--- config.mk ---
export PLATFORM = sky130hd
export DESIGN_NAME = pipeline_hazard_controller_flat
export DESIGN_NICKNAME = d
export VERILOG_FILES = /design/src/rtl/pipeline_hazard_controller_if.sv /design/src/rtl/pipeline_hazard_controller.sv /design/src/flat_wrapper.sv
export SDC_FILE = /design/constraint.sdc
export NUM_CORES = 1
export LEC_CHECK = 0
export ABC_AREA = 1
export BUFFER_PORTS_ARGS = -buffer_cell sky130_fd_sc_hd__buf_2
export CAP_MARGIN = 20
export CORE_UTILIZATION = 41
export DETAILED_ROUTE_END_ITERATION = 6
export PLACE_DENSITY_LB_ADDON = 0.12
export SETUP_SLACK_MARGIN = 0.4
export SLEW_MARGIN = 20
export SYNTH_ARGS = -nofsm -noshare
export SYNTH_HDL_FRONTEND = slang
export SYNTH_SLANG_ARGS = --single-unit
--- constraint.sdc ---
create_clock -name clk -period 1.9 [get_ports clk]
set_input_delay 0.38 -clock clk [delete_from_list [all_inputs] [get_ports clk]]
set_output_delay 0.38 -clock clk [all_outputs]
set_load 0.03 [all_outputs]
--- src/rtl/pipeline_hazard_controller_if.sv ---
// Hazard controller bundle: pipeline status into the controller, stall/flush
// controls and performance counters back out.
interface pipeline_hazard_controller_if #(
   parameter int CNT_W = 32
);
   logic [4:0]       id_rs;
   logic [4:0]       id_rt;
   logic             id_uses_rt;
   logic             idex_memread;
   logic [4:0]       idex_write_reg;
   logic             exmem_branch_taken;
   logic             exmem_jump;
   logic             exmem_jr;
   logic             exmem_mem_access;
   logic             mem_ready;
   logic             pc_write;
   logic [1:0]       pc_src_sel;
   logic             ifid_write;
   logic             ifid_flush;
   logic             idex_write;
   logic             idex_flush;
   logic             exmem_write;
   logic             exmem_flush;
   logic             memwb_bubble;
   logic             mem_error;
   logic [1:0]       state;
   logic [CNT_W-1:0] stall_count;
   logic [CNT_W-1:0] flush_count;

   modport master (
      output id_rs, id_rt, id_uses_rt, idex_memread, idex_write_reg,
             exmem_branch_taken, exmem_jump, exmem_jr, exmem_mem_access, mem_ready,
      input  pc_write, pc_src_sel, ifid_write, ifid_flush, idex_write, idex_flush,
             exmem_write, exmem_flush, memwb_bubble, mem_error, state,
             stall_count, flush_count
   );

   modport slave (
      input  id_rs, id_rt, id_uses_rt, idex_memread, idex_write_reg,
             exmem_branch_taken, exmem_jump, exmem_jr, exmem_mem_access, mem_ready,
      output pc_write, pc_src_sel, ifid_write, ifid_flush, idex_write, idex_flush,
             exmem_write, exmem_flush, memwb_bubble, mem_error, state,
             stall_count, flush_count
   );
endinterface

--- src/rtl/pipeline_hazard_controller.sv ---
// Stall/flush sequencer for the 5-stage MIPS pipeline (load-use, MEM redirects,
// data-memory waits). Define HAZARD_PERF_CNT_EN to build the stall/flush counters.
module pipeline_hazard_controller #(
   parameter int LU_BUBBLES  = 1,
   parameter int MEM_TIMEOUT = 255,
   parameter int CNT_W       = 32
) (
   input logic clk,
   input logic reset,
   pipeline_hazard_controller_if.slave hz
);
   typedef enum logic [1:0] {
      RUN      = 2'b00,
      STALL_LU = 2'b01,
      MEM_WAIT = 2'b10,
      REDIRECT = 2'b11
   } state_t;

   localparam logic [1:0] BUB_LOAD = 2'(LU_BUBBLES - 1);
   localparam logic [7:0] TMO      = 8'(MEM_TIMEOUT);

   state_t     st_q, st_d;
   logic [1:0] bub_q, bub_d;
   logic [7:0] wait_q, wait_d;
   logic       err_q;
   logic       lu, rd, mw, tmo;

   assign lu  = hz.idex_memread && (hz.idex_write_reg != 5'd0) &&
                ((hz.id_rs == hz.idex_write_reg) ||
                 (hz.id_uses_rt && (hz.id_rt == hz.idex_write_reg)));
   assign rd  = hz.exmem_branch_taken | hz.exmem_jump | hz.exmem_jr;
   assign mw  = hz.exmem_mem_access & ~hz.mem_ready;
   // A timed-out wait is released exactly like a mem_ready cycle.
   assign tmo = mw && (wait_q == TMO);

   always_comb begin
      st_d            = RUN;
      bub_d           = bub_q;
      wait_d          = 8'd0;
      hz.pc_write     = 1'b1;
      hz.pc_src_sel   = 2'b00;
      hz.ifid_write   = 1'b1;
      hz.ifid_flush   = 1'b0;
      hz.idex_write   = 1'b1;
      hz.idex_flush   = 1'b0;
      hz.exmem_write  = 1'b1;
      hz.exmem_flush  = 1'b0;
      hz.memwb_bubble = 1'b0;
      if (!reset) begin
         bub_d = '0;
      end else if (mw && !tmo) begin
         st_d            = MEM_WAIT;
         wait_d          = wait_q + 8'd1;
         bub_d           = '0;
         hz.pc_write     = 1'b0;
         hz.ifid_write   = 1'b0;
         hz.idex_write   = 1'b0;
         hz.exmem_write  = 1'b0;
         hz.memwb_bubble = 1'b1;
      end else if (rd) begin
         st_d           = REDIRECT;
         bub_d          = '0;
         hz.ifid_flush  = 1'b1;
         hz.idex_flush  = 1'b1;
         hz.exmem_flush = 1'b1;
         hz.pc_src_sel  = hz.exmem_jr ? 2'b11 : hz.exmem_jump ? 2'b10 : 2'b01;
      end else if (st_q == STALL_LU && bub_q != 2'd0) begin
         // Remaining bubbles after the detection cycle.
         st_d          = STALL_LU;
         bub_d         = bub_q - 2'd1;
         hz.pc_write   = 1'b0;
         hz.ifid_write = 1'b0;
         hz.idex_flush = 1'b1;
      end else if (lu && st_q != REDIRECT) begin
         // ID holds the fresh fetch while in REDIRECT, so lu is ignored there.
         st_d          = STALL_LU;
         bub_d         = BUB_LOAD;
         hz.pc_write   = 1'b0;
         hz.ifid_write = 1'b0;
         hz.idex_flush = 1'b1;
      end
   end

   always_ff @(posedge clk or negedge reset) begin
      if (!reset) begin
         st_q   <= RUN;
         bub_q  <= '0;
         wait_q <= '0;
         err_q  <= 1'b0;
      end else begin
         st_q   <= st_d;
         bub_q  <= bub_d;
         wait_q <= wait_d;
         if (tmo) err_q <= 1'b1;
      end
   end

   assign hz.state     = st_q;
   assign hz.mem_error = err_q;

`ifdef HAZARD_PERF_CNT_EN
   logic [CNT_W-1:0] stall_q, flush_q;

   always_ff @(posedge clk or negedge reset) begin
      if (!reset) begin
         stall_q <= '0;
         flush_q <= '0;
      end else begin
         if (!hz.pc_write && stall_q != '1) stall_q <= stall_q + CNT_W'(1);
         if (hz.exmem_flush && flush_q != '1) flush_q <= flush_q + CNT_W'(1);
      end
   end

   assign hz.stall_count = stall_q;
   assign hz.flush_count = flush_q;
`else
   assign hz.stall_count = '0;
   assign hz.flush_count = '0;
`endif
endmodule

--- src/flat_wrapper.sv ---
// flat-port wrapper written by rule: the top's interface ports become plain ports
module pipeline_hazard_controller_flat 
#(
   parameter int LU_BUBBLES  = 1,
   parameter int MEM_TIMEOUT = 255,
   parameter int CNT_W       = 32
)
  (clk, reset, hz_id_rs, hz_id_rt, hz_id_uses_rt, hz_idex_memread, hz_idex_write_reg, hz_exmem_branch_taken, hz_exmem_jump, hz_exmem_jr, hz_exmem_mem_access, hz_mem_ready, hz_pc_write, hz_pc_src_sel, hz_ifid_write, hz_ifid_flush, hz_idex_write, hz_idex_flush, hz_exmem_write, hz_exmem_flush, hz_memwb_bubble, hz_mem_error, hz_state, hz_stall_count, hz_flush_count);
  pipeline_hazard_controller_if #(.CNT_W(CNT_W)) hz_i ();
  input logic clk;
  input logic reset;
  input wire logic [$bits(hz_i.id_rs)-1:0] hz_id_rs;
  input wire logic [$bits(hz_i.id_rt)-1:0] hz_id_rt;
  input wire logic [$bits(hz_i.id_uses_rt)-1:0] hz_id_uses_rt;
  input wire logic [$bits(hz_i.idex_memread)-1:0] hz_idex_memread;
  input wire logic [$bits(hz_i.idex_write_reg)-1:0] hz_idex_write_reg;
  input wire logic [$bits(hz_i.exmem_branch_taken)-1:0] hz_exmem_branch_taken;
  input wire logic [$bits(hz_i.exmem_jump)-1:0] hz_exmem_jump;
  input wire logic [$bits(hz_i.exmem_jr)-1:0] hz_exmem_jr;
  input wire logic [$bits(hz_i.exmem_mem_access)-1:0] hz_exmem_mem_access;
  input wire logic [$bits(hz_i.mem_ready)-1:0] hz_mem_ready;
  output wire logic [$bits(hz_i.pc_write)-1:0] hz_pc_write;
  output wire logic [$bits(hz_i.pc_src_sel)-1:0] hz_pc_src_sel;
  output wire logic [$bits(hz_i.ifid_write)-1:0] hz_ifid_write;
  output wire logic [$bits(hz_i.ifid_flush)-1:0] hz_ifid_flush;
  output wire logic [$bits(hz_i.idex_write)-1:0] hz_idex_write;
  output wire logic [$bits(hz_i.idex_flush)-1:0] hz_idex_flush;
  output wire logic [$bits(hz_i.exmem_write)-1:0] hz_exmem_write;
  output wire logic [$bits(hz_i.exmem_flush)-1:0] hz_exmem_flush;
  output wire logic [$bits(hz_i.memwb_bubble)-1:0] hz_memwb_bubble;
  output wire logic [$bits(hz_i.mem_error)-1:0] hz_mem_error;
  output wire logic [$bits(hz_i.state)-1:0] hz_state;
  output wire logic [$bits(hz_i.stall_count)-1:0] hz_stall_count;
  output wire logic [$bits(hz_i.flush_count)-1:0] hz_flush_count;
  assign hz_i.id_rs = hz_id_rs;
  assign hz_i.id_rt = hz_id_rt;
  assign hz_i.id_uses_rt = hz_id_uses_rt;
  assign hz_i.idex_memread = hz_idex_memread;
  assign hz_i.idex_write_reg = hz_idex_write_reg;
  assign hz_i.exmem_branch_taken = hz_exmem_branch_taken;
  assign hz_i.exmem_jump = hz_exmem_jump;
  assign hz_i.exmem_jr = hz_exmem_jr;
  assign hz_i.exmem_mem_access = hz_exmem_mem_access;
  assign hz_i.mem_ready = hz_mem_ready;
  assign hz_pc_write = hz_i.pc_write;
  assign hz_pc_src_sel = hz_i.pc_src_sel;
  assign hz_ifid_write = hz_i.ifid_write;
  assign hz_ifid_flush = hz_i.ifid_flush;
  assign hz_idex_write = hz_i.idex_write;
  assign hz_idex_flush = hz_i.idex_flush;
  assign hz_exmem_write = hz_i.exmem_write;
  assign hz_exmem_flush = hz_i.exmem_flush;
  assign hz_memwb_bubble = hz_i.memwb_bubble;
  assign hz_mem_error = hz_i.mem_error;
  assign hz_state = hz_i.state;
  assign hz_stall_count = hz_i.stall_count;
  assign hz_flush_count = hz_i.flush_count;
  pipeline_hazard_controller #(.LU_BUBBLES(LU_BUBBLES), .MEM_TIMEOUT(MEM_TIMEOUT), .CNT_W(CNT_W)) u_core (.clk(clk), .reset(reset), .hz(hz_i));
endmodule
# Word level (Yosys, flattened, before mapping)
# Index checks and enable logic that the tools add are counted.
# totals
regBits	13
in_bits	24
out_inout_bits	77
# classes
muxes	34
reduce_logical	11
n_bitwise	4
eq_ne	6
n_addsub	2
# ops
op	n
$mux W2	14
$mux W1	18
$mux W8	2
$eq A5 B5 Y1	2
$add A8 B1 Y8 const B	1
$eq A8 B8 Y1 const B	1
$logic_and A1 B1 Y1	7
$ne A5 B1 Y1 const B	1
$reduce_bool A5 Y1	1
$eq A2 B1 Y1 const B	1
$ne A2 B2 Y1 const B	1
$or A1 B1 Y1	2
$reduce_bool A2 Y1	1
$sub A2 B1 Y2 const B	1
$and A1 B1 Y1	1
$logic_not A1 Y1	1
$logic_or A1 B1 Y1	1
$not A1 Y1	1

# Logic depth before layout (Yosys ltp)
# Gate-level depths: netlist (run 1).
# depth
ltp_word	10
mapped_depth	10

# Least setup slack after synthesis (run 1)
# Ideal clock, no wire load.
# synth_path
path_type	reg-to-output
startpoint	register u_core.wait_q[0]
endpoint	output hz_pc_write
path_slack_ns	-0.326
arrival_time_ns	1.846
stages_incl_launch_ff	9
cell_sequence	dfrtp_1 > ha_1 > nand3_2 > nor2_4 > nand2_2 > nand2_4 > nor2_4 > a21oi_1 > buf_4
# synth_via
elab_chain_len	6
# synth_rtl
element	line	source
start, declared	pipeline_hazard_controller.sv:24	logic [7:0] wait_q, wait_d;
start signal, assigned	pipeline_hazard_controller.sv:93	wait_q <= wait_d;
$eq A8 B8 Y1	pipeline_hazard_controller.sv:34	assign tmo = mw && (wait_q == TMO);
$logic_and A1 B1 Y1	pipeline_hazard_controller.sv:34	
$logic_not A1 Y1	pipeline_hazard_controller.sv:51	end else if (mw && !tmo) begin
$logic_and A1 B1 Y1	pipeline_hazard_controller.sv:51	
$mux W1 (2 in series)	-	
end, declared	flat_wrapper.sv:22	output wire logic [$bits(hz_i.pc_write)-1:0] hz_pc_write;
# No other way between the ends.

# Worst setup path after layout (run 1)
# layout_path
startpoint	register u_core.wait_q[1]
endpoint	output hz_pc_src_sel[0]
# layout_via
elab_chain_len	6
# layout_rtl
element	line	source
$eq A8 B8 Y1	pipeline_hazard_controller.sv:34	
$logic_and A1 B1 Y1	pipeline_hazard_controller.sv:34	
$logic_not A1 Y1	pipeline_hazard_controller.sv:51	
$logic_and A1 B1 Y1	pipeline_hazard_controller.sv:51	
$mux W2	pipeline_hazard_controller.sv:51	
$mux W2	pipeline_hazard_controller.sv:49	if (!reset) begin
end, declared	flat_wrapper.sv:23	output wire logic [$bits(hz_i.pc_src_sel)-1:0] hz_pc_src_sel;
# No other way between the ends.

==> results.yml, run 1 <==
job:
  maxCapViolations: 0
critical_path:
  crit_top_cell: "nand2_4"
  cp_max_fo: 3
  worst-path-buf-inv: 2
  slowest_delay_ns: 0.36
  worstPathRequired_ns: 1.52
  critical-path-top-delay-family: "simple AND/OR/NAND/NOR gates"
  rrSetupSlack_ns: 0.39
  r2r-start: "u_core.wait_q[1]"
  worst-setup-path-type: "flop to output port"
  reg2reg_depth: 9
  crit_path_start_kind: "flop"
  worst_setup_path_end_kind: "output port"
  cp_data_arrival_time_ns: 1.63
  crit_slowest_cell: "dfrtp_1"
  crit_chain: "ha_2, nand3_4, nor2_4, nand2_2, nand2_4, nand2_4, clkinv_4, nand2_4, a21oi_4, buf_6"
  r2r-end: "u_core.wait_q[4]"
timing:
  whs_ns: 0.08961
  slew_violations: 0
  skew_ns: 0.004820
  finalSetupViolCount: 10
  finalHoldViolations: 0
  fmax_mhz: 498.4
  rsz0062_at_grt: "true"
  setup_slack_ns: -0.1064
  period_minus_slack_ns: 2.006
  period_share: 1.056
clocking:
  clkLatencyLatePin_ns: 0.27
  clock_sinks: 13
  cts.root.buffer_cell: "clkbuf_4"
  cts_buffers: 3
  cts.htree.levels: 1
  clockBufferDepth: 2
  clkTransAtPathRegs_ns: 0.08
  cts_tree: "done"
routing:
  vias_per_cell: 3.757
  wire_per_inst_um: 7.527
  routed_wl_um: 2258
  route.antenna.remaining_nets: 0
  num_vias: 1127
  drt_drc_violations_left: 0
  drtIter0Drc: 42
  dr.pass1.iters: 4
floorplan:
  core-area_sq_um: 3178
  num_rows: 20
  start_util: 0.4461
  die_x_um: 60.80
  ios: 101
  die_height_um: 60.80
  fp.dieArea_sq_um: 3697
layout:
  fillCellCount: 331
  final_common_cell: "conb_1"
  fin_nets: 283
  post-route-util: 0.5335
  final_cell_mix: "conb_1, nand2_1, inv_1, buf_2, buf_4"
  drive_gt1_frac: 0.3203
  antenna-diode-count: 0
  syn2layout_area_growth_pct: 19.59
pwr:
  p_sw_mw: 0.3684
  power.density_nw_per_um2: 477.2
  p_sw_frac: 0.4554
  p_comb_frac: 0.439
  pwr-share-seq: 0.350
  clkPwrFrac: 0.210
  p_leak_nw: 0.9725
  vdd_ir_drop_max_uv: 325.1
  intPower_mw: 0.4406
synth:
  syn_inst: 203
  synth_seq_cells: 13
  synth.distinct_cells: 27
  yosysWarningCount: 0
  syn-cell-area_sq_um: 1418
  syn_area_per_cell_sq_um: 6.983
  ys_seq_area_frac: 0.2295
placed_design:
  globalplace.congestion: 0.7023
  portBuffers: 36
  dp_hpwl_um: 1863
  pre_cts_slack_ns: 0.05069
grt:
  grt_pass1_vias: 901
  grt_max_degree: 12
  grt_usage: 0.1236
  overflow: 0
  grt_pass1_wl_um: 3470
  grt_antenna_before_repair: 0
outcome:
  status: "complete, but fails checks"
  violations: "setup timing"
hold_path:
  hold_path.class: "input port to async pin"
[worst max-delay path by stage]
stage,from,end,slack (ns),cells past startpoint
finish,u_core.wait_q[1],hz_pc_src_sel[0],-0.11,10
global route,u_core.wait_q[1],hz_pc_src_sel[0],-0.22,10
CTS,u_core.wait_q[0],hz_pc_src_sel[0],-0.14,10
detailed placement,hz_idex_write_reg[3],hz_idex_flush,0.05,12
global placement,hz_idex_write_reg[1],hz_idex_flush,0.05,12
floorplan,u_core.wait_q[0],hz_pc_write,0.05,8
[registers in the layout, indices dropped and copies added (netlist names)]
signal               cells
u_core.hz.mem_error      1
u_core.hz.state          2
u_core.wait_q            8
u_core.bub_q             2
[layer usage]
layer / track usage / vias up / part of all wire
met5: 0 / - / 0
met4: 0.04870 / 0 / 0
met3: 0.02132 / 0 / 0.073
met2: 0.2072 / 54 / 0.50
met1: 0.1582 / 484 / 0.42
li1: - / 589 / -
[metrics by stage]
stage	power [mW]	cells	instance area, sq um	setup TNS (ns)
finish	0.8090	300	1695	-0.6129
floorplan	0.6581	266	1712	0
global placement	0.6170	286	1485	0
global route	0.8653	300	1695	-1.668
CTS	0.8155	298	1650	-0.8379
detailed placement	0.6160	286	1485	0
[area by class of cell]
cell class              count  area (sq um)  area share
flip-flops and latches     13         325.3      0.1919
multi-input cells         156         792.0      0.4672
repair buffers             53         369.1      0.2177
clock buffers               3         22.52     0.01328
clock inverters             1         5.005    0.002952
well taps                  44         55.05     0.03247
inverters                  30         126.4     0.07454
[logic make-up after synthesis]
| kind of cell | synth area share |
|---|---|
| AOI/OAI and AO/OA | 0.04678 |
| xor gates and xnor gates | 0.01854 |
| adders and majority gates | 0.01765 |
| buffers and inverters | 0.4369 |
| DFF | 0.2295 |
| other | 0.002645 |
| and+or+nand+nor | 0.2480 |
[Yosys cell counts]
library cell   n  area (sq um)
dfrtp_1       13         325.3
xnor2_1        2         17.52
buf_4         67         503.0
o21ai_0        1         5.000
nand2_2        2         12.51
inv_4          1         6.260
nor2_4         2         22.52
xor2_1         1         8.760
a31oi_1        1         6.260
conb_1         1         3.750
nand2_4        2         22.52
ha_1           2         25.02
nand2_1       38         142.6
nand3_2        1         10.01
a31o_2         1         8.760
o21ai_1        1         5.000
nand4_1        3         18.77
nand3_1        6         30.03
clkinv_2       1         5.000
or2_0          2         12.51
a21oi_1        5         25.02
a21oi_2        1         8.760
nor2_1        18         67.56
nor3_1         1         5.000
o211ai_1       1         7.510
inv_1         28         105.1
nor3b_1        1         7.510
[power by group through the flow]
stage / combinational, mW / sequential [mW] / clock, mW
global placement: 0.328 / 0.289 / 0
floorplan: 0.363 / 0.295 / 0
detailed placement: 0.327 / 0.289 / 0
CTS: 0.351 / 0.284 / 0.181
finish: 0.355 / 0.283 / 0.170
global route: 0.388 / 0.284 / 0.193
[what timing repair did]
item | CTS | global route
setup endpoints to repair | 10 | 21
hold buffers | 1 | 0
resized for setup | 22 | 9
endpoints found under the hold margin | 2 | 0
pin swaps | 3 | 7
buffers inserted | 7 | 2
Power figures use the tool's default switching activity.
==> run 2: changes to the inputs <==
Settings changed: ABC_AREA 1 to default, CORE_UTILIZATION 41 to 40.
==> results.yml, run 2 <==
grt:
  met3_usage: 0.02857
  grt_pass1_vias: 785
  grt_antenna_before_repair: 0
  grt_use_met2: 0.2240
  grt_max_degree: 14
  gr-usage-met1: 0.1267
  grt_usage: 0.1175
  busiest_layer: "met2"
  overflow: 0
  grt_pass1_wl_um: 3125
routing:
  wire_per_inst_um: 9.536
  drtIter0Drc: 13
  route.antenna.remaining_nets: 0
  vias_per_cell: 3.908
  drt_drc_violations_left: 0
  num_vias: 977
  dr.pass1.iters: 4
  routed_wl_um: 2384
pwr:
  intPower_mw: 0.4537
  p_comb_frac: 0.444
  p_sw_mw: 0.3697
  power.density_nw_per_um2: 488.9
  clkPwrFrac: 0.209
  pwr-share-seq: 0.346
  vdd_ir_drop_max_uv: 256.0
  p_sw_frac: 0.4490
  p_leak_nw: 0.8338
critical_path:
  crit_chain: "buf_2, or4_4, o211ai_2, o21a_1, o21a_4, buf_6"
  worst_setup_path_end_kind: "output port"
  cp_max_fo: 2
  r2r-start: "u_core.wait_q[0]"
  worstPathRequired_ns: 1.52
  crit_start: "hz_idex_write_reg[0]"
  crit_slowest_cell: "or4_4"
  cp_data_arrival_time_ns: 1.66
  worst-setup-path-type: "input port to output port"
  slowest_delay_ns: 0.53
  crit_path_start_kind: "input port"
clocking:
  clock_sinks: 13
  cts.htree.levels: 1
  clockBufferDepth: 2
  clkTransAtPathRegs_ns: 0.08
  cts.root.buffer_cell: "clkbuf_4"
  cts_buffers: 3
  clkLatencyLatePin_ns: 0.27
  cts_tree: "done"
placed_design:
  pre_cts_slack_ns: -0.2183
  dp_hpwl_um: 1850
  dpl_cell_area_sq_um: 1410
  globalplace.congestion: 0.7261
  portBuffers: 36
layout:
  largest_reg_flops: 8
  drive_gt1_frac: 0.3981
  fin_nets: 233
  final_cell_mix: "conb_1, buf_2, buf_6, buf_4, dfrtp_1"
  syn2layout_area_growth_pct: 29.92
  stdcell_area_sq_um: 1684
  antenna-diode-count: 0
  regMostFlops: "u_core.wait_q"
  final_common_cell: "conb_1"
floorplan:
  fp.dieArea_sq_um: 3472
  die_height_um: 58.93
  num_rows: 20
  start_util: 0.4246
  ios: 101
  core-area_sq_um: 3053
  die_x_um: 58.93
outcome:
  status: "complete, but fails checks"
  violations: "setup timing"
synth:
  synth_seq_cells: 13
  ys_seq_area_frac: 0.2510
  yosysMostFrequentCell: "buf_4"
  synth_top_area_cell: "buf_4"
  synth_edf_count: 0
  synth_common_cells: "buf_4, dfrtp_1, nor2_1, xor2_1, nand2_1"
  syn_area_per_cell_sq_um: 8.417
  synth_top_area_frac: 0.3938
  async_flop_share: 1.000
  synthFlopType: "dfrtp_1"
  syn-cell-area_sq_um: 1296
  syn_inst: 154
  yosysWarningCount: 0
  yosys-top-cells-area: "buf_4, dfrtp_1, xor2_1"
  synth.distinct_cells: 26
timing:
  fmax_mhz: 489.9
  finalSetupViolCount: 8
  setup_slack_ns: -0.1413
  finalHoldViolations: 0
  period_share: 1.074
  skew_ns: 0.002385
  slew_violations: 0
  period_minus_slack_ns: 2.041
  rsz0062_at_grt: "true"
job:
  maxCapViolations: 0
hold_path:
  hold_path.class: "input port to async pin"
run 2: worst max-delay path, delay by kind of cell:
kind,cells,cell delay [ns]
buf+inv,2,0.23
simple gates,1,0.53
compound gates,3,0.52
run 2: layer usage:
| metal | part of all wire | wire, um | vias up |
|---|---|---|---|
| met5 | 0 | 0 | - |
| met3 | 0.085 | 203 | 2 |
| met1 | 0.36 | 856 | 452 |
| li1 | - | - | 468 |
| met2 | 0.55 | 1319 | 55 |
| met4 | 0.0017 | 4 | 0 |
run 2: cell families after synthesis:
group	Yosys count	share of synthesized area
AOI/OAI and AO/OA	12	0.06659
other	1	0.002893
and+or+nand+nor	38	0.1467
DFF	13	0.2510
adders and majority gates	2	0.01930
xor gates and xnor gates	16	0.1081
buffers and inverters	72	0.4054
run 2: worst paths after layout:
check,to,slack [ns],depth (start not counted)
worst max-delay path,hz_pc_write,-0.14,6
worst min-delay path,u_core.wait_q[4],0.16,2
worst min register to register,u_core.hz.mem_error,0.48,1
min in group clk,u_core.hz.state[1],0.43,3
max in group asynchronous,u_core.hz.state[0],1.26,2
worst max register to register,u_core.wait_q[6],0.40,7
run 2: layout make-up:
class | instances | area (sq um)
clock buffer | 3 | 22.52
fill | 292 | 1369
multi-input combinational | 132 | 839.6
timing repair buffer | 53 | 416.7
inverter | 4 | 18.77
tap | 44 | 55.05
sequential | 13 | 326.6
clock inverter | 1 | 5.005
run 2: power by group through the flow:
stage | Sequential, mW | Clock, mW | Combinational (mW)
CTS | 0.285 | 0.183 | 0.355
finish | 0.285 | 0.172 | 0.366
detailed placement | 0.290 | 0 | 0.319
global placement | 0.290 | 0 | 0.318
global route | 0.286 | 0.194 | 0.388
floorplan | 0.295 | 0 | 0.355
run 2: through the flow:
| stage | util | TNS [ns] | power [mW] | std cells | hold WS, ns |
|---|---|---|---|---|---|
| global placement | 0.4619 | -0.5675 | 0.6080 | 237 | 0.2061 |
| global route | 0.5516 | -1.245 | 0.8674 | 250 | 0.1695 |
| floorplan | - | -0.07170 | 0.6498 | 217 | 0.08441 |
| detailed placement | 0.4619 | -0.6469 | 0.6097 | 237 | 0.2041 |
| finish | 0.5516 | -0.5577 | 0.8234 | 250 | 0.1566 |
| CTS | 0.5250 | -0.8654 | 0.8232 | 248 | 0.1528 |
run 2: what timing repair did:
item                       in CTS  in global routing
setup buffers                   6                  2
pin swaps                      12                 13
setup endpoints to repair      10                 17
hold buffers                    1                  0
gates resized for setup        29                 18
hold endpoints to repair        1                  0
==> run 3: changes to the inputs <==
Settings changed: BUFFER_PORTS_ARGS -buffer_cell sky130_fd_sc_hd__buf_2 to -buffer_cell sky130_fd_sc_hd__buf_4.
==> results.yml, run 3 (synthesis results as in run 2) <==
outcome:
  status: "complete, but fails checks"
  violations: "setup timing"
timing:
  finalSetupViolCount: 4
  setup_slack_ns: -0.1447
  skew_ns: 0.002495
  slew_violations: 0
  finalHoldViolations: 0
  period_share: 1.076
  fmax_mhz: 489.1
  rsz0062_at_grt: "true"
  period_minus_slack_ns: 2.045
hold_path:
  hold_path.class: "input port to async pin"
critical_path:
  r2r-end: "u_core.wait_q[7]"
  worst_setup_path_end_kind: "output port"
  rrSetupSlack_ns: 0.39
  cp_data_arrival_time_ns: 1.66
  worst-setup-path-type: "input port to output port"
  cp_max_fo: 3
  r2r-start: "u_core.wait_q[1]"
  crit_path_start_kind: "input port"
  reg2reg_depth: 7
  worstPathRequired_ns: 1.52
floorplan:
  die_height_um: 58.93
  num_rows: 20
  core-area_sq_um: 3053
  fp.dieArea_sq_um: 3472
  die_x_um: 58.93
  ios: 101
  start_util: 0.4246
layout:
  fin_cells: 251
  stdcell_area_sq_um: 1693
  post-route-util: 0.5545
  final_cell_mix: "conb_1, buf_4, buf_6, dfrtp_1"
  antenna-diode-count: 0
  largest_reg_flops: 8
  drive_gt1_frac: 0.3623
  fin_nets: 234
  syn2layout_area_growth_pct: 30.60
  final_common_cell: "conb_1"
  regMostFlops: "u_core.wait_q"
  fillCellCount: 306
routing:
  vias_per_cell: 3.888
  dr.pass1.iters: 4
  drtIter0Drc: 16
  wire_per_inst_um: 9.351
  route.antenna.remaining_nets: 0
  routed_wl_um: 2347
  drt_drc_violations_left: 0
  num_vias: 976
grt:
  grt_max_degree: 8
  grt_antenna_before_repair: 0
  grt_pass1_wl_um: 3443
  grt_pass1_vias: 841
  grt_usage: 0.1287
  overflow: 0
clocking:
  clockBufferDepth: 2
  clkLatencyLatePin_ns: 0.27
  clkTransAtPathRegs_ns: 0.08
  cts_tree: "done"
  cts.root.buffer_cell: "clkbuf_4"
  clock_sinks: 13
  cts_buffers: 3
  cts.htree.levels: 1
placed_design:
  dp.cells: 239
  dp_hpwl_um: 1879
  dpl_cell_area_sq_um: 1515
  globalplace.congestion: 0.7097
  portBuffers: 36
job:
  maxCapViolations: 0
pwr:
  vdd_ir_drop_max_uv: 319.6
  p_total_mw: 0.8272
  p_leak_nw: 0.8488
  power.density_nw_per_um2: 488.6
run 3: timing repair:
item,in CTS,in global routing
hold buffers,1,0
setup buffers,5,2
pin swaps,9,7
hold endpoints to repair,6,0
cloned,0,0
setup endpoints to repair,10,10
resized for setup,15,5
run 3: final cells by class:
cell class / count / area [sq um] / share of cell area
repair buffers: 54 / 467.9 / 0.2764
flip-flops and latches: 13 / 325.3 / 0.1922
clock buffers: 4 / 26.28 / 0.01552
multi-input cells: 132 / 799.5 / 0.4723
inverters: 4 / 18.77 / 0.01109
well taps: 44 / 55.05 / 0.03252
run 3: layer usage:
layer / track usage / routed length, um / vias up
li1: - / - / 471
met1: 0.1379 / 820 / 448
met4: 0.04082 / 8 / 0
met5: 0 / 0 / -
met3: 0.02418 / 198 / 2
met2: 0.2500 / 1320 / 55
run 3: metrics by stage:
stage	setup slack (ns)	setup TNS, ns	hold WS (ns)
final	-0.1447	-0.4066	0.08638
after global routing	-0.2032	-0.9528	0.08266
after CTS	-0.1619	-0.4714	0.08982
after detailed placement	-0.1690	-0.4937	0.2219
after global placement	-0.1623	-0.4667	0.2179
after floorplan	-0.07170	-0.07170	0.08441
run 3: how the worst max path moves through the flow:
stage                                     from       endpoint  slack [ns]
after floorplan           hz_idex_write_reg[0]    hz_pc_write       -0.07
after global placement    hz_idex_write_reg[0]    hz_pc_write       -0.16
after detailed placement  hz_idex_write_reg[3]  hz_ifid_write       -0.17
after CTS                          hz_id_rt[2]  hz_ifid_write       -0.16
after global routing               hz_id_rt[3]  hz_ifid_write       -0.20
final                     hz_idex_write_reg[4]    hz_pc_write       -0.14
run 3: worst max-delay path, stage by stage:
cell      delay (ns)
buf_6           0.10
or4_4           0.52
o211ai_2        0.18
o21a_1          0.21
o21a_4          0.15
buf_6           0.12
run 3: power by group:
part | switching [mW] | leakage (nW) | internal [mW]
sequential | 0.00403 | 0.178 | 0.280
clock | 0.0900 | 0.0150 | 0.0813
combinational | 0.266 | 0.656 | 0.105
total | 0.360 | 0.849 | 0.467
